===== src/rtl/core_addr_gen_if.sv =====
// core_addr_gen_if: start/enable handshake from the core controller plus the
// weight and image address beats going out to the BRAMs.
// master = controller side (drives start/enable/lengths), slave = sequencer.
interface core_addr_gen_if #(
  parameter int W_ADDR_WIDTH = 10,
  parameter int DIM_WIDTH    = 8,
  parameter int I_ADDR_WIDTH = 16
) ();
  // Controller -> sequencer
  logic                    start_core_in;
  logic                    en_core_in;
  logic [W_ADDR_WIDTH:0]   weight_len_in;
  logic [DIM_WIDTH-1:0]    img_rows_in;
  logic [DIM_WIDTH-1:0]    img_cols_in;

  // Sequencer -> BRAMs / controller
  logic [W_ADDR_WIDTH-1:0] weight_addr_out;
  logic                    weight_valid_out;
  logic                    weight_end_out;
  logic [I_ADDR_WIDTH-1:0] img_addr_out;
  logic                    img_valid_out;
  logic                    img_pad_out;
  logic                    img_end_out;
  logic                    busy_out;

  modport master (
    output start_core_in, en_core_in, weight_len_in, img_rows_in, img_cols_in,
    input  weight_addr_out, weight_valid_out, weight_end_out,
           img_addr_out, img_valid_out, img_pad_out, img_end_out, busy_out
  );

  modport slave (
    input  start_core_in, en_core_in, weight_len_in, img_rows_in, img_cols_in,
    output weight_addr_out, weight_valid_out, weight_end_out,
           img_addr_out, img_valid_out, img_pad_out, img_end_out, busy_out
  );
endinterface


===== src/rtl/core_addr_gen.sv =====
// core_addr_gen: after a start pulse, streams weight-buffer read addresses
// 0..len-1, then image-buffer read addresses in row-major order, flagging the
// last beat of each phase. en_core_in low stalls everything in place.
// Optional build macro: CORE_ADDR_GEN_PAD_EN adds a one-pixel zero border
// around the image sweep ((rows+2)x(cols+2) beats, border beats flagged on
// img_pad_out with address 0). Without it the sweep is rows x cols and
// img_pad_out is constant 0.
module core_addr_gen #(
  parameter int W_ADDR_WIDTH = 10,
  parameter int DIM_WIDTH    = 8,
  parameter int I_ADDR_WIDTH = 16
) (
  input  logic           clk,
  input  logic           rst,   // asynchronous, active-low
  core_addr_gen_if.slave bus
);

  // Row/column counters carry one extra bit so the padded sweep can reach rows+1.
  localparam int CW = DIM_WIDTH + 1;

  typedef enum logic [1:0] {
    ST_IDLE   = 2'd0,
    ST_WEIGHT = 2'd1,
    ST_IMAGE  = 2'd2
  } state_t;

  state_t                  r_state;
  state_t                  w_state_next;

  logic [W_ADDR_WIDTH:0]   r_wlen;
  logic [W_ADDR_WIDTH:0]   w_wlen_next;
  logic [W_ADDR_WIDTH:0]   r_wcnt;
  logic [W_ADDR_WIDTH:0]   w_wcnt_next;
  logic [DIM_WIDTH-1:0]    r_rows;
  logic [DIM_WIDTH-1:0]    w_rows_next;
  logic [DIM_WIDTH-1:0]    r_cols;
  logic [DIM_WIDTH-1:0]    w_cols_next;
  logic [CW-1:0]           r_row;
  logic [CW-1:0]           w_row_next;
  logic [CW-1:0]           r_col;
  logic [CW-1:0]           w_col_next;
  logic [I_ADDR_WIDTH-1:0] r_row_base;
  logic [I_ADDR_WIDTH-1:0] w_row_base_next;

  logic                    w_wlen_zero;
  logic                    w_w_last;
  logic                    w_img_empty;
  logic                    w_row_last;
  logic                    w_col_last;
  logic [CW-1:0]           w_rows_ext;
  logic [CW-1:0]           w_cols_ext;
  logic [I_ADDR_WIDTH-1:0] w_img_addr;
  logic [I_ADDR_WIDTH-1:0] w_row_step;

  logic                    w_weight_valid;
  logic                    w_weight_end;
  logic                    w_img_valid;
  logic                    w_img_end;
  logic                    w_img_pad;

  assign w_rows_ext  = {1'b0, r_rows};
  assign w_cols_ext  = {1'b0, r_cols};
  assign w_wlen_zero = (r_wlen == '0);
  // Only meaningful when the length is non-zero; the zero case is handled separately.
  assign w_w_last    = (r_wcnt == (r_wlen - (W_ADDR_WIDTH+1)'(1)));
  assign w_img_empty = (r_rows == '0) || (r_cols == '0);

`ifdef CORE_ADDR_GEN_PAD_EN
  // Padded sweep: row/col run 0..rows+1 / 0..cols+1; the outer ring is border.
  logic w_border;
  assign w_row_last = (r_row == (w_rows_ext + CW'(1)));
  assign w_col_last = (r_col == (w_cols_ext + CW'(1)));
  assign w_border   = (r_row == '0) || (r_col == '0) || w_row_last || w_col_last;
  // row_base holds (row-1)*cols for interior rows, so interior address is
  // row_base + col - 1; border beats read nothing and present address 0.
  assign w_img_addr = w_border ? '0
                               : (r_row_base + I_ADDR_WIDTH'(r_col) - I_ADDR_WIDTH'(1));
  // The top border row contributes no image words, so its wrap adds nothing.
  assign w_row_step = (r_row == '0) ? '0 : I_ADDR_WIDTH'(r_cols);
`else
  assign w_row_last = (r_row == (w_rows_ext - CW'(1)));
  assign w_col_last = (r_col == (w_cols_ext - CW'(1)));
  assign w_img_addr = r_row_base + I_ADDR_WIDTH'(r_col);
  assign w_row_step = I_ADDR_WIDTH'(r_cols);
`endif

  // State, counters and latched lengths; reset clears everything to zero.
  always_ff @(posedge clk or negedge rst) begin
    if (!rst) begin
      r_state    <= ST_IDLE;
      r_wlen     <= '0;
      r_wcnt     <= '0;
      r_rows     <= '0;
      r_cols     <= '0;
      r_row      <= '0;
      r_col      <= '0;
      r_row_base <= '0;
    end else begin
      r_state    <= w_state_next;
      r_wlen     <= w_wlen_next;
      r_wcnt     <= w_wcnt_next;
      r_rows     <= w_rows_next;
      r_cols     <= w_cols_next;
      r_row      <= w_row_next;
      r_col      <= w_col_next;
      r_row_base <= w_row_base_next;
    end
  end

  // Next-state, counter advance and beat outputs; a stall (en low) holds all.
  always_comb begin
    w_state_next    = r_state;
    w_wlen_next     = r_wlen;
    w_wcnt_next     = r_wcnt;
    w_rows_next     = r_rows;
    w_cols_next     = r_cols;
    w_row_next      = r_row;
    w_col_next      = r_col;
    w_row_base_next = r_row_base;
    w_weight_valid  = 1'b0;
    w_weight_end    = 1'b0;
    w_img_valid     = 1'b0;
    w_img_end       = 1'b0;
    w_img_pad       = 1'b0;

    case (r_state)
      ST_IDLE: begin
        // Lengths are captured only here, so a start during a run is ignored.
        if (bus.start_core_in) begin
          w_wlen_next     = bus.weight_len_in;
          w_rows_next     = bus.img_rows_in;
          w_cols_next     = bus.img_cols_in;
          w_wcnt_next     = '0;
          w_row_next      = '0;
          w_col_next      = '0;
          w_row_base_next = '0;
          w_state_next    = ST_WEIGHT;
        end
      end

      ST_WEIGHT: begin
        if (bus.en_core_in) begin
          w_weight_valid = !w_wlen_zero;
          w_weight_end   = w_wlen_zero || w_w_last;
          if (!w_wlen_zero) begin
            w_wcnt_next = r_wcnt + (W_ADDR_WIDTH+1)'(1);
          end
          // Image phase starts on the very next cycle: no bubble.
          if (w_weight_end) begin
            w_state_next = ST_IMAGE;
          end
        end
      end

      ST_IMAGE: begin
        if (bus.en_core_in) begin
          w_img_valid = !w_img_empty;
          w_img_end   = w_img_empty || (w_row_last && w_col_last);
`ifdef CORE_ADDR_GEN_PAD_EN
          w_img_pad   = !w_img_empty && w_border;
`endif
          if (!w_img_empty) begin
            if (w_col_last) begin
              // Row wrap: the base accumulates cols instead of multiplying.
              w_col_next      = '0;
              w_row_next      = r_row + CW'(1);
              w_row_base_next = r_row_base + w_row_step;
            end else begin
              w_col_next = r_col + CW'(1);
            end
          end
          if (w_img_end) begin
            w_state_next = ST_IDLE;
          end
        end
      end

      default: begin
        w_state_next = ST_IDLE;
      end
    endcase
  end

  assign bus.weight_addr_out  = r_wcnt[W_ADDR_WIDTH-1:0];
  assign bus.weight_valid_out = w_weight_valid;
  assign bus.weight_end_out   = w_weight_end;
  assign bus.img_addr_out     = w_img_addr;
  assign bus.img_valid_out    = w_img_valid;
  assign bus.img_pad_out      = w_img_pad;
  assign bus.img_end_out      = w_img_end;
  assign bus.busy_out         = (r_state != ST_IDLE);

endmodule


===== src/flat_wrapper.sv =====
// flat-port wrapper written by rule: the top's interface ports become plain ports
module core_addr_gen_flat 
#(
  parameter int W_ADDR_WIDTH = 10,
  parameter int DIM_WIDTH    = 8,
  parameter int I_ADDR_WIDTH = 16
)
  (clk, rst, bus_start_core_in, bus_en_core_in, bus_weight_len_in, bus_img_rows_in, bus_img_cols_in, bus_weight_addr_out, bus_weight_valid_out, bus_weight_end_out, bus_img_addr_out, bus_img_valid_out, bus_img_pad_out, bus_img_end_out, bus_busy_out);
  core_addr_gen_if #(.W_ADDR_WIDTH(W_ADDR_WIDTH), .DIM_WIDTH(DIM_WIDTH), .I_ADDR_WIDTH(I_ADDR_WIDTH)) bus_i ();
  input  logic clk;
  input  logic rst;
  input wire logic [$bits(bus_i.start_core_in)-1:0] bus_start_core_in;
  input wire logic [$bits(bus_i.en_core_in)-1:0] bus_en_core_in;
  input wire logic [$bits(bus_i.weight_len_in)-1:0] bus_weight_len_in;
  input wire logic [$bits(bus_i.img_rows_in)-1:0] bus_img_rows_in;
  input wire logic [$bits(bus_i.img_cols_in)-1:0] bus_img_cols_in;
  output wire logic [$bits(bus_i.weight_addr_out)-1:0] bus_weight_addr_out;
  output wire logic [$bits(bus_i.weight_valid_out)-1:0] bus_weight_valid_out;
  output wire logic [$bits(bus_i.weight_end_out)-1:0] bus_weight_end_out;
  output wire logic [$bits(bus_i.img_addr_out)-1:0] bus_img_addr_out;
  output wire logic [$bits(bus_i.img_valid_out)-1:0] bus_img_valid_out;
  output wire logic [$bits(bus_i.img_pad_out)-1:0] bus_img_pad_out;
  output wire logic [$bits(bus_i.img_end_out)-1:0] bus_img_end_out;
  output wire logic [$bits(bus_i.busy_out)-1:0] bus_busy_out;
  assign bus_i.start_core_in = bus_start_core_in;
  assign bus_i.en_core_in = bus_en_core_in;
  assign bus_i.weight_len_in = bus_weight_len_in;
  assign bus_i.img_rows_in = bus_img_rows_in;
  assign bus_i.img_cols_in = bus_img_cols_in;
  assign bus_weight_addr_out = bus_i.weight_addr_out;
  assign bus_weight_valid_out = bus_i.weight_valid_out;
  assign bus_weight_end_out = bus_i.weight_end_out;
  assign bus_img_addr_out = bus_i.img_addr_out;
  assign bus_img_valid_out = bus_i.img_valid_out;
  assign bus_img_pad_out = bus_i.img_pad_out;
  assign bus_img_end_out = bus_i.img_end_out;
  assign bus_busy_out = bus_i.busy_out;
  core_addr_gen #(.W_ADDR_WIDTH(W_ADDR_WIDTH), .DIM_WIDTH(DIM_WIDTH), .I_ADDR_WIDTH(I_ADDR_WIDTH)) u_core (.clk(clk), .rst(rst), .bus(bus_i));
endmodule

===== config.mk =====
export PLATFORM = sky130hd
export DESIGN_NAME = core_addr_gen_flat
export DESIGN_NICKNAME = d
export VERILOG_FILES = /design/src/rtl/core_addr_gen_if.sv /design/src/rtl/core_addr_gen.sv /design/src/flat_wrapper.sv
export SDC_FILE = /design/constraint.sdc
export NUM_CORES = 1
export LEC_CHECK = 0
export BUFFER_PORTS_ARGS = -buffer_cell sky130_fd_sc_hd__buf_2
export CAP_MARGIN = 30
export CORE_MARGIN = 4
export CORE_UTILIZATION = 35
export CTS_CLUSTER_SIZE = 20
export DETAILED_ROUTE_END_ITERATION = 8
export MAX_ROUTING_LAYER = met4
export SLEW_MARGIN = 20
export SYNTH_ARGS = -nofsm -noshare
export SYNTH_HDL_FRONTEND = slang
export SYNTH_SLANG_ARGS = --single-unit

===== constraint.sdc =====
create_clock -name clk -period 4 [get_ports clk]
set_clock_uncertainty 0.1 [all_clocks]
set_input_delay 0.4 -clock clk [delete_from_list [all_inputs] [get_ports clk]]
set_output_delay 0.4 -clock clk [all_outputs]
set_load 0.05 [all_outputs]

[After elaboration in Yosys (flattened, before gate mapping)]
Index checks and enable logic that the tools add are counted.
Operators by class
  $add $sub $neg: 8
  $mul: 0
  divide/modulo/power cells: 0
  magnitude comparators: 0
  equal/unequal tests: 13
  shift-type cells: 0
  mux-type cells: 32
  bitwise operators: 0
  reduce and logical (&&, ||, !) cells: 18
Operators by type and width (number)
  two-way mux 16 bit: 4
  two-way mux 9 bit: 7
  case mux 9 bit (2 select lines): 2
  two-way mux 11 bit: 3
  case mux 16 bit (2 select lines): 1
  case mux 11 bit (2 select lines): 1
  adder 9 x 1 -> 9 bit, second input constant: 2
  equality test 9 bit: 2
  subtractor 8 x 1 -> 9 bit, second input constant: 2
  adder 16 x 8 -> 16 bit: 1
  adder 16 x 9 -> 16 bit: 1
  logical NOT 8 bit: 2
  adder 11 x 1 -> 11 bit, second input constant: 1
  equality test 11 bit: 1
  logical NOT 11 bit: 1
  subtractor 11 x 1 -> 11 bit, second input constant: 1
  two-way mux 2 bit: 5
  != test 2 bit, second input constant: 5
  AND reduction 5 bit: 2
  two-way mux 1 bit: 8
  AND reduction 4 bit: 2
  != test 2 x 1 -> 1 bit, second input constant: 3
  case mux 2 bit (3 select lines): 1
  nonzero test 2 bit: 3
  7 further kinds: 10
Storage, ports and cells
  bits in registers: 74
  bits in latches: 0
  memory bits (writable): 0
  memory bits (read-only): 0
  output and inout port bits: 32
  word-level logic and storage cells: 79
  memories kept: 0

[Longest topological paths before layout]
Gate-level depths: netlist (run 1).
  depth in word-level cells: 7
  depth in mapped cells: 11

[Worst setup path before layout (run 1)]
No wires, ideal clock.
  kind: register to output
  start: register u_core.r_col[0]
  end: output port bus_img_addr_out[12]
  arrival: 2670 ps
  required time: 3500 ps
  path slack: 830 ps
  stages on the path, launching flop included: 11
  path buffers: 0
  path through: dfrtp_1 -> ha_1 -> inv_1 -> fa_1 -> nor2b_1 -> o21a_1 -> o21ai_0 -> a21oi_1 -> o21a_1 -> or4b_2 -> o211ai_1
Between the ends
  longest elaborated chain between the ends: 1
RTL lines
  start: declaration: RTL line core_addr_gen.sv:40  | logic [CW-1:0] r_col;
  start signal: assignment: RTL line core_addr_gen.sv:105  | r_col <= w_col_next;
  adder 16 x 9 -> 16 bit: RTL line core_addr_gen.sv:83  | assign w_img_addr = r_row_base + I_ADDR_WIDTH'(r_col);
  end: declaration: RTL line flat_wrapper.sv:20  | output wire logic [$bits(bus_i.img_addr_out)-1:0] bus_img_addr_out;
Every way passes these cells.

[Worst setup path in the final report (run 1)]
  start: register u_core.r_rows[0]
  end: output port bus_img_end_out
Between the ends
  longest elaborated chain between the ends: 6
  elaborated cells on any way between the ends: 8
  classes of those cells: add/sub (1); eq/ne (1); mux (2); reduce/logical (4)
RTL lines
  start: declaration: RTL line core_addr_gen.sv:34  | logic [DIM_WIDTH-1:0] r_rows;
  start signal: assignment: RTL line core_addr_gen.sv:102  | r_rows <= w_rows_next;
  subtractor 8 x 1 -> 9 bit: RTL line core_addr_gen.sv:81  | assign w_row_last = (r_row == (w_rows_ext - CW'(1)));
  equality test 9 bit: RTL line core_addr_gen.sv:81
  logical AND 1 bit: RTL line core_addr_gen.sv:158  | w_img_end = w_img_empty || (w_row_last && w_col_last);
  logical OR 1 bit (*): RTL line core_addr_gen.sv:158
  two-way mux 1 bit (*): RTL line core_addr_gen.sv:156  | if (bus.en_core_in) begin
  two-way mux 1 bit (*): RTL line core_addr_gen.sv:126  | case (r_state)
  end: declaration: RTL line flat_wrapper.sv:23  | output wire logic [$bits(bus_i.img_end_out)-1:0] bus_img_end_out;
Every way passes the cells marked *; elsewhere a longest branch is shown, timed or not.

==> impl_results.md, run 1 <==
* Via count at 4,632
* Area contributors post-synth: dfrtp_1, nand2_1, xnor2_1
* Initial antenna violation count at 0
* Most Frequent Cell on Critical Path: a21oi_1
* Core area at 14,600 µm²
* # rows at 44
* TritonRoute pass-1 iters at 4
* GPL Wtd Cong at 0.877
* Die Height at 131 µm
* Post-synth top area cell: dfrtp_1
* Clk Tree Root Cell: clkbuf_16
* Critical path arrival at 3170 ps
* Layout area overhead at 12.5%
* Status: finished, final reports clean
* # setup viols final at 0
* CP max FO at 4
* CTS Buf Count at 9
* Post-route ant nets at 0
* Die width at 131 µm
* Synth Net Count at 685
* Hold buffers post-CTS at 0
* Synthesized flop and latch total at 74
* Largest net degree at the start of global routing at 58
* Fmax at 0.272 GHz
* Slowest cell delay on critical path at 500 ps
* 1st-iter DRT viols at 287
* CP Data Required Time at 3500 ps
* Number of warning messages in the yosys log at 0
* Register area share after synthesis at 0.350
* WP buf/inv at 2
* Max-Cap Viols at 0
* CP Launch Type: flip-flop
* WL final at 13,100 µm
* Crit path cell chain: inv_1 -> ha_1 -> nor3b_1 -> nor4b_1 -> a21oi_1 -> a2bb2oi_1 -> a2111oi_1 -> a21oi_1 -> nor2_1 -> buf_2
* Yosys cell types at 64
* Placed cells at 842
* Hpwl dp at 9820 µm
* DRC viols at 0
* Synth Flop Type: dfrtp_1
* # IOs at 63
* Most common cell in the netlist: nand2_1
* Setup WS post-layout at 327 ps
* Antenna Cells at 0
* Sink Count at 74
* Post-synth EDFFs at 0
* Relative slew slack at 0.473
* GRT overflow at 0
* RSZ-0062 raised after global routing: no
* Critical Path Sink Type: output port
* Synth Cell Area at 5290 µm²
* Fin. max-slew vios at 0
* CTS H-tree lvls at 3
* Top delay family on crit path: simple AND/OR/NAND/NOR gates
* Vias in the first global route at 4,456
* Reg clk slew, reported paths at 50 ps
* Tightest Pin Transition at 791 ps
* Critical path class: flip-flop to output port
* Worst-Skew Late Latency at 340 ps
* Synth async-reset ratio at 1.00
* CTS tree: done
* Vias per cell at 5.41
* Leakage power at 0.00275 µW
* Worst Hold Class: input port to async pin
* Cell area power density at 619 nW/µm²
* WL/cell at 15.3 µm
* Share of cells above drive strength 1 at 0.150
* Final hold vios at 0
* Setup TNS at 0 ps
* Syn Inst Count at 627
* Tmin final at 3670 ps
* Slowest CP cell: a2111oi_1
* First-pass GRT wire length at 22,000 µm
* Non-Filler Instances at 856
* Initial Util at 0.361
* IO Port Bufs at 61
* Synth top area share at 0.350
* Dpl ws at 595 ps
* Maximum clock path buffer count at 2
* Die area at 17,100 µm²
* Pwr Total at 3680 µW
* Post-synth top cells: nand2_1, dfrtp_1, nor2_1
* Syn_area_per_cell at 8.43 µm²
* Overall routing resource usage at 0.164
* Peak VDD IR at 253 µV
* Part of the cycle the worst path needs at 0.918
* Filler cell count in the final layout at 1,482
* Fin nets at 728
## cell type report
type                    instances  area, µm²  area share
clock inverters                 1       5.00    0.000842
repair buffers                 68        378      0.0636
multi-input cells             486       3130       0.526
clock buffers                  12        236      0.0398
inverters                      31        116      0.0196
well taps                     184        230      0.0387
flip-flops and latches         74       1850       0.311
## timing repair
action,CTS,global route
buffers inserted,0,0
endpoints found under the setup margin,0,1
gates resized for setup,0,1
## final timing paths
check                                      from               endpoint  slack, ps  depth (start not counted)
setup / recovery               u_core.r_rows[0]        bus_img_end_out        330                         10
hold / removal                              rst       u_core.r_wlen[6]         50                          1
setup reg to reg               u_core.r_cols[0]  u_core.r_row_base[14]        890                          9
hold reg to reg            u_core.r_row_base[2]   u_core.r_row_base[2]        440                          2
max in group asynchronous                   rst       u_core.r_cols[5]       2930                          2
min in group clk           bus_weight_len_in[6]       u_core.r_wlen[6]        150                          3
## power by group
part | leakage (µW) | switching [µW] | internal [µW]
Sequential | 0.000973 | 340 | 947
Combinational | 0.00166 | 1010 | 675
Clock | 0.000118 | 298 | 409
Total | 0.00275 | 1650 | 2030
## per-stage QoR
| stage | instance area, µm² | hold slack [ps] | util |
|---|---|---|---|
| floorplan | 5290 | 4.41 | - |
| global placement | 5680 | 410 | 0.388 |
| detailed placement | 5680 | 421 | 0.388 |
| CTS | 5920 | 67.5 | 0.404 |
| global route | 5950 | 112 | 0.406 |
| finish | 5950 | 46.0 | 0.406 |
## kinds of logic (layout without fill, tap and decap cells)
family                     count (synthesis)  count (layout)  synth area share
adders and majority gates                 27              27            0.0668
xor gates and xnor gates                  60              60            0.0994
and+or+nand+nor                          276             276             0.263
muxes                                     10              10            0.0196
other                                      1               1          0.000710
DFF                                       74              74             0.350
buffers and inverters                     67             112            0.0592
AOI/OAI and AO/OA                        112             112             0.141
## routing by layer
layer | global-route usage | vias up | wire (µm)
li1 | - | 2269 | -
met1 | 0.216 | 2251 | 6250
met2 | 0.252 | 92 | 6110
met3 | 0.0256 | 20 | 450
met4 | 0.0702 | 0 | 293
met5 | - | - | 0
## state kept, by name, summed over array words and instances (netlist names)
register           flops
u_core.r_row_base     16
u_core.r_cols          8
u_core.r_wlen         11
u_core.r_state         2
u_core.r_col           9
u_core.r_wcnt         11
u_core.r_rows          8
u_core.r_row           9
## cells in the final DEF (no fill, tap or decap), drive strengths merged, types with 11 or more instances in the layout
master	Yosys	layout
clkbuf	18	12
ha	25	25
nor2	45	45
xor2	20	20
a21oi	30	30
nand2b	12	12
nand4	11	11
nor3	16	16
xnor2	40	40
dfrtp	74	74
inv	31	31
o21ai	28	28
nand2	101	101
buf	18	68
nand3	29	29
(Power assumes the default switching activity.)
==> run 2, diff against run 1 <==
- MAX_ROUTING_LAYER: met4 -> not set
==> run 2 against run 1 <==
First-iteration DRC count up 2.1%. Global-route usage down 0.48 points. Worst hold slack better by 1.7 ps. Sequential power about the same. Critical path type unchanged. Cell area unchanged. Wire length up 0.19%. Core utilization unchanged. Sequential share of layout area unchanged. Total power about the same. Flip-flop and latch count unchanged.
==> impl_results.md, run 2 (same netlist as run 1, synthesis figures left out) <==
* Status: finished, final reports clean
* DRC viols at 0
* Layout area overhead at 12.5%
* Most Frequent Cell on Critical Path: a21oi_1
* CP Data Required Time at 3500 ps
* Critical path arrival at 3190 ps
* Post-route cell area at 5950 µm²
* Dpl ws at 595 ps
* WL final at 13,100 µm
* CP Launch Type: flip-flop
* Fin nets at 728
* Crit path cell chain: inv_1 -> ha_1 -> nor3b_1 -> nor4b_1 -> a21oi_1 -> a2bb2oi_1 -> a2111oi_1 -> a21oi_1 -> nor2_1 -> buf_2
* Max FFs per register at 16
* GRT overflow at 0
* Largest net degree at the start of global routing at 58
* Leakage power at 0.00275 µW
* Slowest CP cell: a2111oi_1
* Worst-Skew Late Latency at 340 ps
* # IOs at 63
* RSZ-0062 raised after global routing: no
* First-pass GRT wire length at 21,900 µm
* Biggest registers after layout: u_core.r_row_base x16, u_core.r_wcnt x11, u_core.r_wlen x11
* CTS Buf Count at 9
* Antenna Cells at 0
* Vias per cell at 5.41
* GPL Wtd Cong at 0.863
* Peak VDD IR at 252 µV
* CP max FO at 4
* Share of cells above drive strength 1 at 0.150
* Worst Hold Class: input port to async pin
* Non-Filler Instances at 856
* # rows at 44
* Core area at 14,600 µm²
* CTS tree: done
* IO Port Bufs at 61
* Critical Path Sink Type: output port
* Hold buffers post-CTS at 0
* Die area at 17,100 µm²
* Initial Util at 0.361
* # setup viols final at 0
* Setup WS post-layout at 306 ps
* Die width at 131 µm
* Max-Cap Viols at 0
* Die Height at 131 µm
* Relative slew slack at 0.470
* 1st-iter DRT viols at 293
* Critical path class: flip-flop to output port
* Setup TNS at 0 ps
* TritonRoute pass-1 iters at 5
* Post-route ant nets at 0
* Hpwl dp at 9820 µm
* Initial antenna violation count at 0
* Placed cells at 842
* Slowest cell delay on critical path at 520 ps
* Reg clk slew, reported paths at 60 ps
* Most frequent cells in the layout: nand2_1, dfrtp_1, buf_2
* DP Area at 5680 µm²
* Vias in the first global route at 4,457
* Sink Count at 74
* Clk Tree Root Cell: clkbuf_16
* Tightest Pin Transition at 795 ps
* Most common cell after layout, fill and taps aside: nand2_1
* Cell area power density at 619 nW/µm²
* Via count at 4,628
* Maximum clock path buffer count at 2
* Final hold vios at 0
* Fin. max-slew vios at 0
* CTS H-tree lvls at 3
* WL/cell at 15.3 µm
* Biggest register: u_core.r_row_base
* Part of the cycle the worst path needs at 0.923
* Fmax at 0.271 GHz
* Overall routing resource usage at 0.159
* Tmin final at 3690 ps
-- run 2: worst paths after layout --
check                                     startpoint                     to  slack [ps]  depth (start not counted)
min in group clk                bus_weight_len_in[6]       u_core.r_wlen[6]         150                          3
max in group asynchronous                        rst       u_core.r_cols[5]        2930                          2
worst min register to register  u_core.r_row_base[2]   u_core.r_row_base[2]         440                          2
worst min-delay path                             rst        u_core.r_row[8]          50                          1
worst max-delay path                u_core.r_rows[0]        bus_img_end_out         310                         10
worst max register to register      u_core.r_cols[0]  u_core.r_row_base[14]         880                          9
-- run 2: area by class of cell --
type                       instances  area [µm²]
sequential                        74        1850
clock buffer                      12         236
multi-input combinational        486        3130
clock inverter                     1        5.00
tap                              184         230
timing repair buffer              68         378
inverter                          31         116
fill                            1482        8700
-- run 2: timing repair --
| item | in CTS | in global routing |
|---|---|---|
| gates resized for setup | 0 | 1 |
| setup buffers | 0 | 0 |
| endpoints found under the setup margin | 0 | 1 |
-- run 2: metal layers --
layer  track usage  up-vias  part of all wire
met4        0.0702        0             0.021
met3        0.0272       19             0.040
met5             0        -                 0
li1              -     2271                 -
met1         0.215     2237              0.47
met2         0.251      101              0.47
-- run 2: critical path: cells and delay by family (launching register included) --
family / cells / cell delay [ps]
and+or+nand+nor: 3 / 920
buffers and inverters: 2 / 420
adders and majority gates: 1 / 190
DFF: 1 / 410
AOI/OAI and AO/OA: 4 / 900
-- run 2: per-stage QoR --
step                hold WS, ps  utilization  total power (µW)
floorplan                  4.41            -              2600
CTS                        67.5        0.404              3700
detailed placement          421        0.388              2980
global placement            410        0.388              2910
finish                     47.7        0.406              3680
global route                112        0.406              3970
-- run 2: power by group --
group | leakage [µW] | total [µW] | internal [µW] | switching [µW]
clock network | 0.000118 | 705 | 409 | 296
logic | 0.00166 | 1690 | 675 | 1010
registers | 0.000973 | 1290 | 947 | 341
==> run 3, diff against run 2 <==
- CTS_BUF_LIST: not set -> sky130_fd_sc_hd__clkbuf_4 sky130_fd_sc_hd__clkbuf_8
- RECOVER_POWER: not set -> 25
==> run 3 against run 2 <==
The run now ends with capacitance limit, slew limit left. Cell area is 1.6% lower. Global-route usage is essentially flat. Die area is the same. Via count rose by 0.28%. Highest routed layer unchanged.
==> impl_results.md, run 3 (same netlist as run 1, synthesis figures left out) <==
* WL final at 13,100 µm
* Max FFs per register at 16
* TritonRoute pass-1 iters at 5
* Biggest registers after layout: u_core.r_row_base x16, u_core.r_wcnt x11, u_core.r_wlen x11
* # IOs at 63
* Share of cells above drive strength 1 at 0.152
* Dpl ws at 595 ps
* Die width at 131 µm
* Critical hold path startpoint: bus_img_rows_in[3]
* Peak VDD IR at 195 µV
* Setup WS post-layout at 305 ps
* Cells on worst reg2reg path at 9
* GPL Wtd Cong at 0.863
* Fmax at 0.271 GHz
* Filler cell count in the final layout at 1,500
* Initial antenna violation count at 0
* Relative slew slack at -0.265
* R2R Path End: u_core.r_row_base[14]
* Hold Path Stages at 3
* Part of the cycle the worst path needs at 0.924
* Final core occ at 0.400
* Critical path class: flip-flop to output port
* Sink Count at 74
* Worst-Skew Late Latency at 360 ps
* Most frequent cells in the layout: nand2_1, dfrtp_1, buf_2
* Vias per cell at 5.42
* Largest net degree at the start of global routing at 58
* CTS H-tree lvls at 3
* GRT overflow at 0
* Clk pwr share at 0.146
* Layout area overhead at 10.7%
* Fin nets at 728
* Reg clk slew, reported paths at 80 ps
* Biggest register: u_core.r_row_base
* Slowest CP cell: or4b_2
* Setup TNS at 0 ps
* Critical path arrival at 3200 ps
* CTS tree: done
* Critical Path Sink Type: output port
* Die Height at 131 µm
* Die area at 17,100 µm²
* WL/cell at 15.3 µm
* Slowest cell delay on critical path at 620 ps
* RSZ-0062 raised after global routing: no
* Maximum clock path buffer count at 2
* 1st-iter DRT viols at 293
* Final hold vios at 0
* First-pass GRT wire length at 21,900 µm
* Status: complete, but fails checks
* Sequential Power Share at 0.370
* DRC viols at 0
* Most Frequent Cell on Critical Path: o21a_1
* Tightest Pin Transition at 1900 ps
* CP Launch Type: flip-flop
* Tmin final at 3700 ps
* Fin. max-slew vios at 34
* Hold buffers post-CTS at 0
* Clk Tree Root Cell: clkbuf_8
* Leakage power at 0.00271 µW
* Hpwl dp at 9820 µm
* CTS Buf Count at 9
* Antenna Cells at 0
* Vias in the first global route at 4,429
* Max-Cap Viols at 1
* Via count at 4,641
* Core area at 14,600 µm²
* P_int at 1850 µW
* Gate power share at 0.485
* Most common cell after layout, fill and taps aside: nand2_1
* Top delay family on crit path: compound AO/OA/AOI/OAI gates
* # rows at 44
* WP buf/inv at 2
* Reg2reg start: u_core.r_cols[0]
* Switch Pwr at 1620 µW
* # setup viols final at 0
* Worst R2R Setup Slack at 880 ps
* Crit path cell chain: ha_1 -> inv_1 -> fa_1 -> nor2b_1 -> o21a_1 -> o21ai_0 -> a21oi_1 -> o21a_1 -> or4b_2 -> o211ai_1 -> buf_2
* End point of the worst hold path: u_core.r_rows[3]
* Initial Util at 0.361
* IO Port Bufs at 61
* Failing checks: capacitance limit, slew limit
* Post-route ant nets at 0
* Sw Share at 0.467
* Overall routing resource usage at 0.159
* CP Data Required Time at 3500 ps
* CP max FO at 7
* Cell area power density at 595 nW/µm²
* Worst Hold Class: input port to flip-flop
## run 3: cell count changes in the layout (fill, tap and decap cells not counted)
cell and change:
clkbuf_16 -9, clkbuf_8 +9, clkbuf_4 +3, buf_2 -1
buf_4 -1, clkbuf_1 -1
## run 3: tightest hold or removal path: stages
cell     delay (ps)
buf_2            70
nand2_1          40
nand2_1          50
## run 3: power groups by stage
stage          Combinational (µW)  Sequential, µW  Clock [µW]
2_1_floorplan                1410            1190           0
3_3_place_gp                 1630            1280           0
3_5_place_dp                 1680            1300           0
4_1_cts                      1690            1280         521
5_1_grt                      1880            1340         552
6_report                     1690            1290         506
## run 3: final cells by class
| cell class | instances | area [µm²] | area share |
|---|---|---|---|
| clock buffers | 12 | 146 | 0.0250 |
| clock inverters | 1 | 5.00 | 0.000855 |
| inverters | 31 | 116 | 0.0199 |
| multi-input cells | 486 | 3130 | 0.535 |
| flip-flops and latches | 74 | 1850 | 0.317 |
| well taps | 184 | 230 | 0.0393 |
| repair buffers | 68 | 373 | 0.0637 |
## run 3: repair_timing
action,CTS,global route
endpoints found under the setup margin,0,1
resized for setup,0,1
setup buffers,0,0
## run 3: worst max-delay path by stage
stage                     start                    to  slack [ps]  cells past startpoint
3_3_place_gp    u_core.r_col[0]  bus_img_addr_out[12]         750                     11
2_1_floorplan   u_core.r_col[0]  bus_img_addr_out[12]         830                     10
5_1_grt         u_core.r_col[0]  bus_img_addr_out[12]          30                     11
6_report        u_core.r_col[0]  bus_img_addr_out[12]         300                     11
3_5_place_dp   u_core.r_rows[0]       bus_img_end_out         590                     10
4_1_cts        u_core.r_rows[0]       bus_img_end_out         200                     10
## run 3: through the flow
stage	total power, µW	hold WS [ps]	instance area (µm²)	std cells
global placement	2910	410	5680	842
finish	3480	128	5850	856
detailed placement	2980	421	5680	842
floorplan	2600	4.41	5290	627
global route	3760	120	5850	856
CTS	3500	38.5	5830	855
## run 3: layer usage
metal  part of all wire  up-vias  global-route usage
li1                   -     2261                   -
met1               0.47     2255               0.218
met2               0.47      102               0.249
met3              0.041       23              0.0289
met4              0.021        0              0.0641
met5                  0        -                   0
